### src/rtl/ps2_pkg.sv
// ps2_pkg: constants and host-transmit state encoding shared by the PS/2 blocks.
package ps2_pkg;

  // Default timing, assuming a 100 MHz system clock.
  localparam int unsigned DEF_INHIBIT_CYC = 12000;    // 120 us clock inhibit before the start bit
  localparam int unsigned DEF_TIMEOUT_CYC = 2000000;  // 20 ms limit for a whole host-to-device transfer
  localparam int unsigned DEF_FILT_LEN    = 8;        // stable samples needed to accept a PS/2 clock level

  // Host-to-device transmit FSM states.
  typedef enum logic [2:0] {
    ST_IDLE      = 3'd0,
    ST_INHIBIT   = 3'd1,
    ST_START     = 3'd2,
    ST_SHIFT     = 3'd3,
    ST_ACK       = 3'd4,
    ST_WAIT_IDLE = 3'd5
  } ps2_tx_state_e;

  // PS/2 frames carry odd parity: the 8 data bits plus parity always hold an odd number of ones.
  function automatic logic odd_parity(input logic [7:0] b);
    return ~^b;
  endfunction

endpackage

### src/rtl/ps2_line_sync.sv
// ps2_line_sync: brings the raw PS/2 clock and data pads into the clk domain,
// debounces the clock line and produces a one-cycle strobe on each clock fall.
module ps2_line_sync
  import ps2_pkg::*;
#(
  parameter int unsigned FILT_LEN = DEF_FILT_LEN
) (
  input  logic clk,
  input  logic rst,          // asynchronous, active low
  input  logic ps2_clk_in,
  input  logic ps2_data_in,
  output logic clk_filt,     // debounced PS/2 clock level
  output logic data_sync,    // synchronised PS/2 data level
  output logic fall          // one-cycle strobe when clk_filt goes 1 -> 0
);

  localparam int unsigned    CW       = $clog2(FILT_LEN + 1);
  localparam logic [CW-1:0]  FILT_MAX = CW'(FILT_LEN - 1);

  logic [1:0]    clk_sync_q,  clk_sync_d;
  logic [1:0]    data_sync_q, data_sync_d;
  logic          clk_filt_q,  clk_filt_d;
  logic [CW-1:0] filt_cnt_q,  filt_cnt_d;
  logic          fall_q,      fall_d;

  // Two-flop synchronisers, clock-level filter and falling-edge detection
  always_comb begin
    // NOTE: every signal written here gets a value on every path (defaults first), so no latch is inferred.
    clk_sync_d  = {clk_sync_q[0], ps2_clk_in};
    data_sync_d = {data_sync_q[0], ps2_data_in};
    clk_filt_d  = clk_filt_q;
    filt_cnt_d  = '0;
    // The filtered level only follows the synchronised clock after FILT_LEN
    // consecutive samples disagree with it; any agreeing sample restarts the run.
    if (clk_sync_q[1] != clk_filt_q) begin
      if (filt_cnt_q == FILT_MAX) begin
        clk_filt_d = clk_sync_q[1];
      end else begin
        filt_cnt_d = filt_cnt_q + 1'b1;
      end
    end
    fall_d = clk_filt_q & ~clk_filt_d;
  end

  // Synchroniser, filter and strobe registers
  always_ff @(posedge clk or negedge rst) begin
    // NOTE: sequential state is updated only with non-blocking assignments so every flop samples pre-edge values.
    if (!rst) begin
      // NOTE: these flops reset to 1 (the idle bus level), not 0, so leaving reset can never look like a clock fall.
      clk_sync_q  <= 2'b11;
      data_sync_q <= 2'b11;
      clk_filt_q  <= 1'b1;
      filt_cnt_q  <= '0;
      fall_q      <= 1'b0;
    end else begin
      clk_sync_q  <= clk_sync_d;
      data_sync_q <= data_sync_d;
      clk_filt_q  <= clk_filt_d;
      filt_cnt_q  <= filt_cnt_d;
      fall_q      <= fall_d;
    end
  end

  assign clk_filt  = clk_filt_q;
  assign data_sync = data_sync_q[1];
  assign fall      = fall_q;

endmodule

### src/rtl/ps2_host_tx.sv
// ps2_host_tx: sends one command byte from the host to a PS/2 device
// (request-to-send inhibit, start bit, 8 data bits LSB first, odd parity,
// stop bit, device ack), with an overall transfer timeout.
module ps2_host_tx
  import ps2_pkg::*;
#(
  parameter int unsigned INHIBIT_CYC = DEF_INHIBIT_CYC,
  parameter int unsigned TIMEOUT_CYC = DEF_TIMEOUT_CYC,
  parameter int unsigned FILT_LEN    = DEF_FILT_LEN
) (
  input  logic       clk,
  input  logic       rst,          // asynchronous, active low
  input  logic [7:0] tx_data,
  input  logic       tx_valid,
  output logic       tx_ready,
  output logic       tx_busy,
  output logic       tx_done,
  output logic       tx_err,
  input  logic       ps2_clk_in,
  input  logic       ps2_data_in,
  output logic       ps2_clk_oe,   // 1 = pull PS/2 clock low
  output logic       ps2_data_oe   // 1 = pull PS/2 data low
);

  localparam int unsigned   IW       = $clog2(INHIBIT_CYC + 1);
  localparam int unsigned   TW       = $clog2(TIMEOUT_CYC + 1);
  localparam int unsigned   FW       = $clog2(FILT_LEN + 1);
  localparam logic [IW-1:0] INH_MAX  = IW'(INHIBIT_CYC - 1);
  localparam logic [TW-1:0] TO_MAX   = TW'(TIMEOUT_CYC);
  localparam logic [FW-1:0] IDLE_MAX = FW'(FILT_LEN - 1);
  localparam logic [3:0]    BIT_PAR  = 4'd8;   // bit_cnt value at the fall that drives parity
  localparam logic [3:0]    BIT_STOP = 4'd9;   // bit_cnt value at the fall that releases data (stop bit)

  ps2_tx_state_e state_q, state_d;

  logic [7:0]    data_q,     data_d;
  logic          parity_q,   parity_d;
  logic [IW-1:0] inh_cnt_q,  inh_cnt_d;
  logic [TW-1:0] to_cnt_q,   to_cnt_d;
  logic [FW-1:0] idle_cnt_q, idle_cnt_d;
  logic [3:0]    bit_cnt_q,  bit_cnt_d;
  logic          drv_q,      drv_d;      // 1 = hold data low while in SHIFT
  logic          ack_q,      ack_d;
  logic          done_q,     done_d;
  logic          err_q,      err_d;

  logic clk_filt;
  logic data_sync;
  logic fall;
  logic bus_high;
  logic timeout;

  ps2_line_sync #(
    .FILT_LEN (FILT_LEN)
  ) u_sync (
    .clk         (clk),
    .rst         (rst),
    .ps2_clk_in  (ps2_clk_in),
    .ps2_data_in (ps2_data_in),
    .clk_filt    (clk_filt),
    .data_sync   (data_sync),
    .fall        (fall)
  );

  assign bus_high = clk_filt & data_sync;
  // to_cnt_q holds the number of cycles elapsed since acceptance, so the limit
  // is reached after TIMEOUT_CYC cycles whatever state the transfer is in.
  assign timeout  = (state_q != ST_IDLE) && (to_cnt_q == TO_MAX);

  // State register
  always_ff @(posedge clk or negedge rst) begin
    if (!rst) begin
      state_q <= ST_IDLE;
    end else begin
      state_q <= state_d;
    end
  end

  // Next-state logic; the timeout overrides every other transition
  always_comb begin
    state_d = state_q;
    if (timeout) begin
      state_d = ST_IDLE;
    end else begin
      case (state_q)
        ST_IDLE:      if (tx_valid) state_d = ST_INHIBIT;
        ST_INHIBIT:   if (inh_cnt_q == INH_MAX) state_d = ST_START;
        ST_START:     state_d = ST_SHIFT;
        ST_SHIFT:     if (fall && bit_cnt_q == BIT_STOP) state_d = ST_ACK;
        ST_ACK:       if (fall) state_d = ST_WAIT_IDLE;
        ST_WAIT_IDLE: if (bus_high && idle_cnt_q == IDLE_MAX) state_d = ST_IDLE;
        default:      state_d = ST_IDLE;
      endcase
    end
  end

  // Datapath: byte capture, counters, bit driver, ack flag and result pulses
  always_comb begin
    data_d     = data_q;
    parity_d   = parity_q;
    inh_cnt_d  = inh_cnt_q;
    to_cnt_d   = to_cnt_q;
    idle_cnt_d = idle_cnt_q;
    bit_cnt_d  = bit_cnt_q;
    drv_d      = drv_q;
    ack_d      = ack_q;
    done_d     = 1'b0;
    err_d      = 1'b0;

    if (state_q != ST_IDLE) begin
      to_cnt_d = to_cnt_q + 1'b1;
    end

    if (timeout) begin
      // Abandon the transfer: release the data line and clear all counters.
      to_cnt_d   = '0;
      inh_cnt_d  = '0;
      idle_cnt_d = '0;
      bit_cnt_d  = '0;
      drv_d      = 1'b0;
      ack_d      = 1'b0;
      err_d      = 1'b1;
    end else begin
      case (state_q)
        ST_IDLE: begin
          if (tx_valid) begin
            data_d     = tx_data;
            parity_d   = odd_parity(tx_data);
            to_cnt_d   = TW'(1);
            inh_cnt_d  = '0;
            idle_cnt_d = '0;
            bit_cnt_d  = '0;
            drv_d      = 1'b0;
            ack_d      = 1'b0;
          end
        end
        ST_INHIBIT: begin
          inh_cnt_d = inh_cnt_q + 1'b1;
        end
        ST_START: begin
          // Keep the start bit on the line until the device clocks the first fall.
          drv_d     = 1'b1;
          bit_cnt_d = '0;
        end
        ST_SHIFT: begin
          if (fall) begin
            bit_cnt_d = bit_cnt_q + 1'b1;
            if (bit_cnt_q < BIT_PAR) begin
              drv_d = ~data_q[bit_cnt_q[2:0]];
            end else if (bit_cnt_q == BIT_PAR) begin
              drv_d = ~parity_q;
            end else begin
              drv_d = 1'b0;
            end
          end
        end
        ST_ACK: begin
          if (fall) begin
            // The device acknowledges by holding data low across the eleventh fall.
            ack_d      = ~data_sync;
            err_d      = data_sync;
            idle_cnt_d = '0;
          end
        end
        ST_WAIT_IDLE: begin
          if (bus_high) begin
            if (idle_cnt_q == IDLE_MAX) begin
              done_d     = ack_q;
              to_cnt_d   = '0;
              idle_cnt_d = '0;
            end else begin
              idle_cnt_d = idle_cnt_q + 1'b1;
            end
          end else begin
            idle_cnt_d = '0;
          end
        end
        default: begin
          drv_d = 1'b0;
        end
      endcase
    end
  end

  // Datapath registers
  always_ff @(posedge clk or negedge rst) begin
    if (!rst) begin
      data_q     <= '0;
      parity_q   <= 1'b0;
      inh_cnt_q  <= '0;
      to_cnt_q   <= '0;
      idle_cnt_q <= '0;
      bit_cnt_q  <= '0;
      drv_q      <= 1'b0;
      ack_q      <= 1'b0;
      done_q     <= 1'b0;
      err_q      <= 1'b0;
    end else begin
      data_q     <= data_d;
      parity_q   <= parity_d;
      inh_cnt_q  <= inh_cnt_d;
      to_cnt_q   <= to_cnt_d;
      idle_cnt_q <= idle_cnt_d;
      bit_cnt_q  <= bit_cnt_d;
      drv_q      <= drv_d;
      ack_q      <= ack_d;
      done_q     <= done_d;
      err_q      <= err_d;
    end
  end

  // Outputs decoded from the state so reset releases the pads immediately
  always_comb begin
    tx_ready    = (state_q == ST_IDLE);
    tx_busy     = (state_q != ST_IDLE);
    ps2_clk_oe  = (state_q == ST_INHIBIT) || (state_q == ST_START);
    ps2_data_oe = (state_q == ST_START) || ((state_q == ST_SHIFT) && drv_q);
    tx_done     = done_q;
    tx_err      = err_q;
  end

endmodule

### config.mk
export PLATFORM = sky130hd
export DESIGN_NAME = ps2_host_tx
export DESIGN_NICKNAME = d
export VERILOG_FILES = /design/src/rtl/ps2_pkg.sv /design/src/rtl/ps2_line_sync.sv /design/src/rtl/ps2_host_tx.sv
export SDC_FILE = /design/constraint.sdc
export NUM_CORES = 1
export LEC_CHECK = 0
export ABC_AREA = 1
export BUFFER_PORTS_ARGS = -buffer_cell sky130_fd_sc_hd__buf_2
export CAP_MARGIN = 10
export CORE_ASPECT_RATIO = 0.75
export CORE_UTILIZATION = 67
export DETAILED_ROUTE_END_ITERATION = 7
export PLACE_DENSITY = 0.86
export SYNTH_ARGS = -nofsm -noshare
export SYNTH_HDL_FRONTEND = slang
export SYNTH_SLANG_ARGS = --single-unit
### constraint.sdc
create_clock -name clk -period 3.9 [get_ports clk]
set_input_delay 0.39 -clock clk [delete_from_list [all_inputs] [get_ports clk]]
set_output_delay 0.39 -clock clk [all_outputs]
set_load 0.01 [all_outputs]
Yosys cells after proc, flatten, opt, wreduce, memory -nomap -nowiden
Cells that the tools add are included.
{"block": "word_totals", "reg_bits": 69, "output_inout_bits": 6, "elab_cells": 117}
{"block": "classes", "n_addsub": 5, "order_cmp": 2, "eq_ne": 19, "mux": 47, "bitwise": 7, "reduce_logical": 21}
{"op": "two-way mux 21 bit", "n": 5}
{"op": "case mux 21 bit (2 select lines)", "n": 1}
{"op": "two-way mux 4 bit", "n": 9}
{"op": "two-way mux 14 bit", "n": 2}
{"op": "case mux 14 bit (2 select lines)", "n": 1}
{"op": "case mux 4 bit (3 select lines)", "n": 2}
{"op": "adder 21 x 1 -> 21 bit, second input constant", "n": 1}
{"op": "equality test 21 bit, second input constant", "n": 1}
{"op": "two-way mux 3 bit", "n": 6}
{"op": "case mux 3 bit (6 select lines)", "n": 1}
{"op": "two-way mux 1 bit", "n": 17}
{"op": "AND reduction 3 bit", "n": 5}
{"op": "adder 14 x 1 -> 14 bit, second input constant", "n": 1}
{"op": "equality test 14 bit, second input constant", "n": 1}
{"op": "adder 4 x 1 -> 4 bit, second input constant", "n": 3}
{"op": "inequality test 3 x 2 -> 1 bit, second input constant", "n": 3}
{"op": "inequality test 3 bit, second input constant", "n": 3}
{"op": "nonzero test 3 bit", "n": 3}
{"op": "equality test 4 x 3 -> 1 bit, second input constant", "n": 2}
{"op": "equality test 4 bit, second input constant", "n": 2}
{"op": "nonzero test 4 bit", "n": 2}
{"op": "XNOR reduction 8 bit", "n": 1}
{"op": "equality test 3 x 2 -> 1 bit, second input constant", "n": 2}
{"op": "equality test 3 bit, second input constant", "n": 2}
{"op": "16 further kinds", "n": 25}

Logic depth before layout (Yosys ltp)
{"block": "depth", "depth_word": 7, "depth_mapped": 14, "ltp_nobuf": 13}

Modules after synthesis
A second synthesis with hierarchy kept.
{"block": "unflattened", "hier_cells": 581, "hier_area_um2": 4440.5}
{"module": "ps2_host_tx", "instances": 1, "cells_per_inst": 548, "area_each_um2": 4053.9, "seq_area_each_um2": 1476.4}
{"module": "ps2_line_sync", "instances": 1, "cells_per_inst": 33, "area_each_um2": 386.6, "seq_area_each_um2": 256.5}

Worst setup path before layout
OpenSTA, ideal clock, no wires.
{"block": "synth_path", "kind": "reg2reg", "start": "reg to_cnt_q[0]", "end": "reg ack_q", "arrival_time_ps": 1535, "path_slack_ps": 2249, "path_stages_with_launch": 15, "period_less_slack_ps": 1651, "cell_sequence": "dfrtp_1 inv_1 ha_1 inv_1 nor2_1 nand2_1 nor2_1 nand3_1 buf_6 nand3_4 nand2_1 inv_2 nand2_1 nand2_1 nand2_1"}
{"block": "synth_via", "elab_chain_cells": 4, "word_cells_on_any_way": 7, "classes_between": "eq/ne: 3; mux: 1; reduce/logical: 3"}
{"element": "from (decl)", "line": "ps2_host_tx.sv:39", "text": "logic [TW-1:0] to_cnt_q, to_cnt_d;"}
{"element": "from (signal assigned)", "line": "ps2_host_tx.sv:202", "text": "to_cnt_q <= to_cnt_d;"}
{"element": "equality test 21 bit (*)", "line": "ps2_host_tx.sv:68", "text": "assign timeout = (state_q != ST_IDLE) && (to_cnt_q == TO_MAX);"}
{"element": "logical AND 1 bit (*)", "line": "ps2_host_tx.sv:68"}
{"element": "inequality test 3 x 2 -> 1 bit (no source line) or nonzero test 3 bit (tied branches)"}
{"element": "AND reduction 3 bit (no source line)"}
{"element": "to (signal assigned)", "line": "ps2_host_tx.sv:206", "text": "ack_q <= ack_d;"}
{"element": "to (decl)", "line": "ps2_host_tx.sv:43", "text": "logic ack_q, ack_d;"}
Mark *: on every way between the ends. The rest lies on a longest branch, timed or not.
A chain may end at the register's enable or synchronous reset.

Final worst setup path
{"block": "layout_path", "start": "reg to_cnt_q[0]", "end": "reg inh_cnt_q[2]"}
{"block": "layout_via", "elab_chain_cells": 4, "word_cells_on_any_way": 6, "classes_between": "eq/ne: 2; mux: 1; reduce/logical: 3"}
{"element": "equality test 21 bit (*)", "line": "ps2_host_tx.sv:68"}
{"element": "logical AND 1 bit (*)", "line": "ps2_host_tx.sv:68"}
{"element": "inequality test 3 x 2 -> 1 bit (no source line) or nonzero test 3 bit (tied branches)"}
{"element": "AND reduction 2 bit (no source line)"}
{"element": "to (signal assigned)", "line": "ps2_host_tx.sv:201", "text": "inh_cnt_q <= inh_cnt_d;"}
{"element": "to (decl)", "line": "ps2_host_tx.sv:38", "text": "logic [IW-1:0] inh_cnt_q, inh_cnt_d;"}
Marks and branches as above.

==> flow_summary.yaml <==
detailed_routing:
  ant_nets: 0
  routed_wl_mm: 10.4
  drt_iter0_drc: 455
  wl_per_cell_microns: 15.0
  drc_errors: 0
  dr.pass1.iters: 5
  vias: 4140
  routed_via_density: 5.95
clocking:
  cts_resized: 0
  postCtsHoldBufs: 0
  clk_path_buf_depth: 2
  cts_tree: "yes"
  insertion_delay_ps: 360
  cts_root_buf: "clkbuf_8"
  cts-buffers-inserted: 9
  numClockSinks: 69
  post_cts_buffers: 0
  clk_pin_slew_worst_paths_ps: 80
  htree_levels: 3
floorplan:
  dieArea_sq_mm: 0.00691
  ios: 19
  start_util: 0.697
  coreArea_sq_mm: 0.00632
  rows: 25
  die_h_microns: 72.2
  die_w_microns: 95.6
yosys:
  netlist_top_cells_area: "dfrtp_1 (36%), nand2_1 (13%), nor2_1 (6.7%), nand3_1 (6.3%), inv_1 (4.8%)"
  post_synth_num_cell_types: 38
  synth_nets: 610
  synth_edf_count: 0
  synth_area_sq_mm: 0.00440
  ys_seq_elements: 69
  synth_common_cells: "nand2_1 (152), nor2_1 (79), dfrtp_1 (64), inv_1 (56), nand3_1 (55)"
  synthCells: 589
  synth_top_area_frac: 0.364
  synth_warnings: 0
  seq_area_frac_synth: 0.393
  synth.avg_cell_area_sq_um: 7.48
  async_flop_share: 1.00
  yosysMostFrequentCell: "nand2_1"
  yosysTopAreaCell: "dfrtp_1"
  ys.flop_type: "dfrtp_1"
placed_design:
  hpwlAfterDp_mm: 7.34
  port_buffers: 18
  dp_cells: 680
  gp_congestion: 0.919
  dpl_cell_area_sq_mm: 0.00454
layout:
  diodes: 0
  fin_area_sq_mm: 0.00479
  seq_area_sq_mm: 0.00173
  layout-drive-gt1-share: 0.143
  fin_util: 0.758
  nets: 631
  fin_cells: 696
  multi_input_area_sq_mm: 0.00234
  syn_to_final_growth_pct: 8.75
  fillers: 467
worst_setup_path:
  crit_arrival_ps: 2560
  path_cells: "inv_1 -> ha_1 -> inv_1 -> nor2_1 -> nand2_1 -> nor2_1 -> nand3_1 -> nand2_1 -> o21ai_2 -> nand2_1 -> o21ai_0"
  cp-start-kind: "flip-flop"
  cp_max_fo: 14
  critical_path_buf_inv_count: 2
  reg2reg_slack_ps: 1620
  slowest_delay_ps: 530
  criticalPathCategory: "flip-flop to flip-flop"
  end_kind: "flip-flop"
  crit_top_cell: "nand2_1"
  worst_ep_required_time_ps: 4180
  path_delay_family: "simple AND/OR/NAND/NOR gates"
  cp_slowest_cell: "o21ai_2"
global_route:
  grt_use_total: 0.331
  grt_max_degree: 38
  antenna_found_initial: 0
  grt_pass1_vias: 3864
  grt_pass1_wl_mm: 17.4
  grt_overflow: 0
timing:
  fin_setup_tns_ps: 0
  tightest_slew_ps: 705
  slew_headroom: 0.530
  rsz0062_at_grt: "no"
  fin_crit_ps: 2280
  fmax_mhz: 438
  skew_ps: 12.7
  slew_violations: 0
  finalSetupViolations: 0
  fin_hold_ws_ps: 67.6
  period_share: 0.585
  finalHoldViolCount: 0
worst_hold_path:
  hold_class: "input port to async pin"
power:
  powerDensity_mw_per_mm2: 705
  vdd_drop_max_mv: 0.396
  p_leak_nw: 2.29
outcome:
  outcome: "finished, final reports clean"
run:
  max-cap-violations: 0
[metrics by stage]
stage          setup WS, ps  power, mW
2_1_floorplan          2250       2.29
3_3_place_gp           1820       2.53
3_5_place_dp           1670       2.59
4_1_cts                1650       3.34
5_1_grt                1370       3.60
6_report               1620       3.38
[metal layers]
layer | routed length (microns) | GRT usage | share of wire | vias to the layer above
met4 | 118 | 0.0796 | 0.011 | 0
li1 | - | - | - | 1963
met5 | 0 | 0 | 0 | -
met1 | 4480 | 0.453 | 0.43 | 1944
met2 | 4880 | 0.527 | 0.47 | 214
met3 | 947 | 0.0922 | 0.091 | 19
[final timing paths]
path / startpoint / endpoint / depth (start not counted)
min: rst / inh_cnt_q[12] / 1
max reg2reg: to_cnt_q[0] / inh_cnt_q[2] / 11
min in group clk: ps2_clk_in / u_sync.clk_sync_q[0] / 1
min reg2reg: u_sync.clk_sync_q[0] / u_sync.clk_sync_q[1] / 0
max in group asynchronous: rst / to_cnt_q[8] / 2
max: to_cnt_q[0] / inh_cnt_q[2] / 11
[logic make-up (layout without fill, tap and decap cells)]
family / Yosys count / count (layout) / synth area share
AND/OR/NAND/NOR: 340 / 340 / 0.357
buffers and inverters: 77 / 103 / 0.0741
flip-flops: 69 / 69 / 0.393
AO/OA/AOI/OAI: 62 / 62 / 0.0821
XOR/XNOR: 25 / 25 / 0.0497
adder cells (fa/ha/maj): 8 / 8 / 0.0227
multiplexers: 8 / 8 / 0.0205
[report_power, final]
group / total [mW] / internal [mW] / switching, mW / leakage [nW]
clock: 0.749 / 0.435 / 0.314 / 0.126
sequential: 1.24 / 0.960 / 0.277 / 0.892
combinational: 1.39 / 0.478 / 0.913 / 1.27
total: 3.38 / 1.87 / 1.50 / 2.29
[state kept, by name, summed over array words and instances, names as in the netlist, 2 cells and up]
| signal | flops |
|---|---|
| inh_cnt_q | 14 |
| u_sync.clk_sync_q | 2 |
| u_sync.filt_cnt_q | 4 |
| u_sync.data_sync_q | 2 |
| bit_cnt_q | 4 |
| idle_cnt_q | 4 |
| data_q | 8 |
| state_q | 3 |
| to_cnt_q | 21 |
[cell type report]
class,count,area share
Clock buffer,9,0.0259
Clock inverter,7,0.0266
Inverter,67,0.0530
Multi-Input combinational cell,443,0.490
Sequential cell,69,0.362
Tap cell,81,0.0212
Timing Repair Buffer,20,0.0219
[cells in the final DEF (no fill, tap or decap), types with 3 or more instances in the layout]
| cell | Yosys | routed |
|---|---|---|
| bufinv_16 | 0 | 3 |
| nand4_1 | 15 | 15 |
| dfrtp_1 | 64 | 64 |
| o31ai_1 | 9 | 9 |
| ha_1 | 8 | 8 |
| nand3b_1 | 3 | 3 |
| dfstp_2 | 5 | 5 |
| xnor2_1 | 8 | 8 |
| nor2_2 | 6 | 6 |
| o211ai_1 | 5 | 5 |
| clkbuf_8 | 0 | 9 |
| o21ai_0 | 19 | 19 |
| inv_1 | 56 | 56 |
| nand2_2 | 5 | 5 |
| nor3_1 | 9 | 9 |
| nand3_1 | 55 | 55 |
| a31oi_1 | 5 | 5 |
| nor2_4 | 4 | 4 |
| a21oi_1 | 13 | 13 |
| buf_2 | 4 | 18 |
| o21ai_1 | 6 | 6 |
| mux2_2 | 8 | 8 |
| xor2_1 | 17 | 17 |
| o22ai_1 | 3 | 3 |
| nand2_1 | 152 | 152 |
| inv_2 | 10 | 10 |
| nand3_2 | 5 | 5 |
| nor2_1 | 79 | 79 |
(Power assumes the default switching activity.)
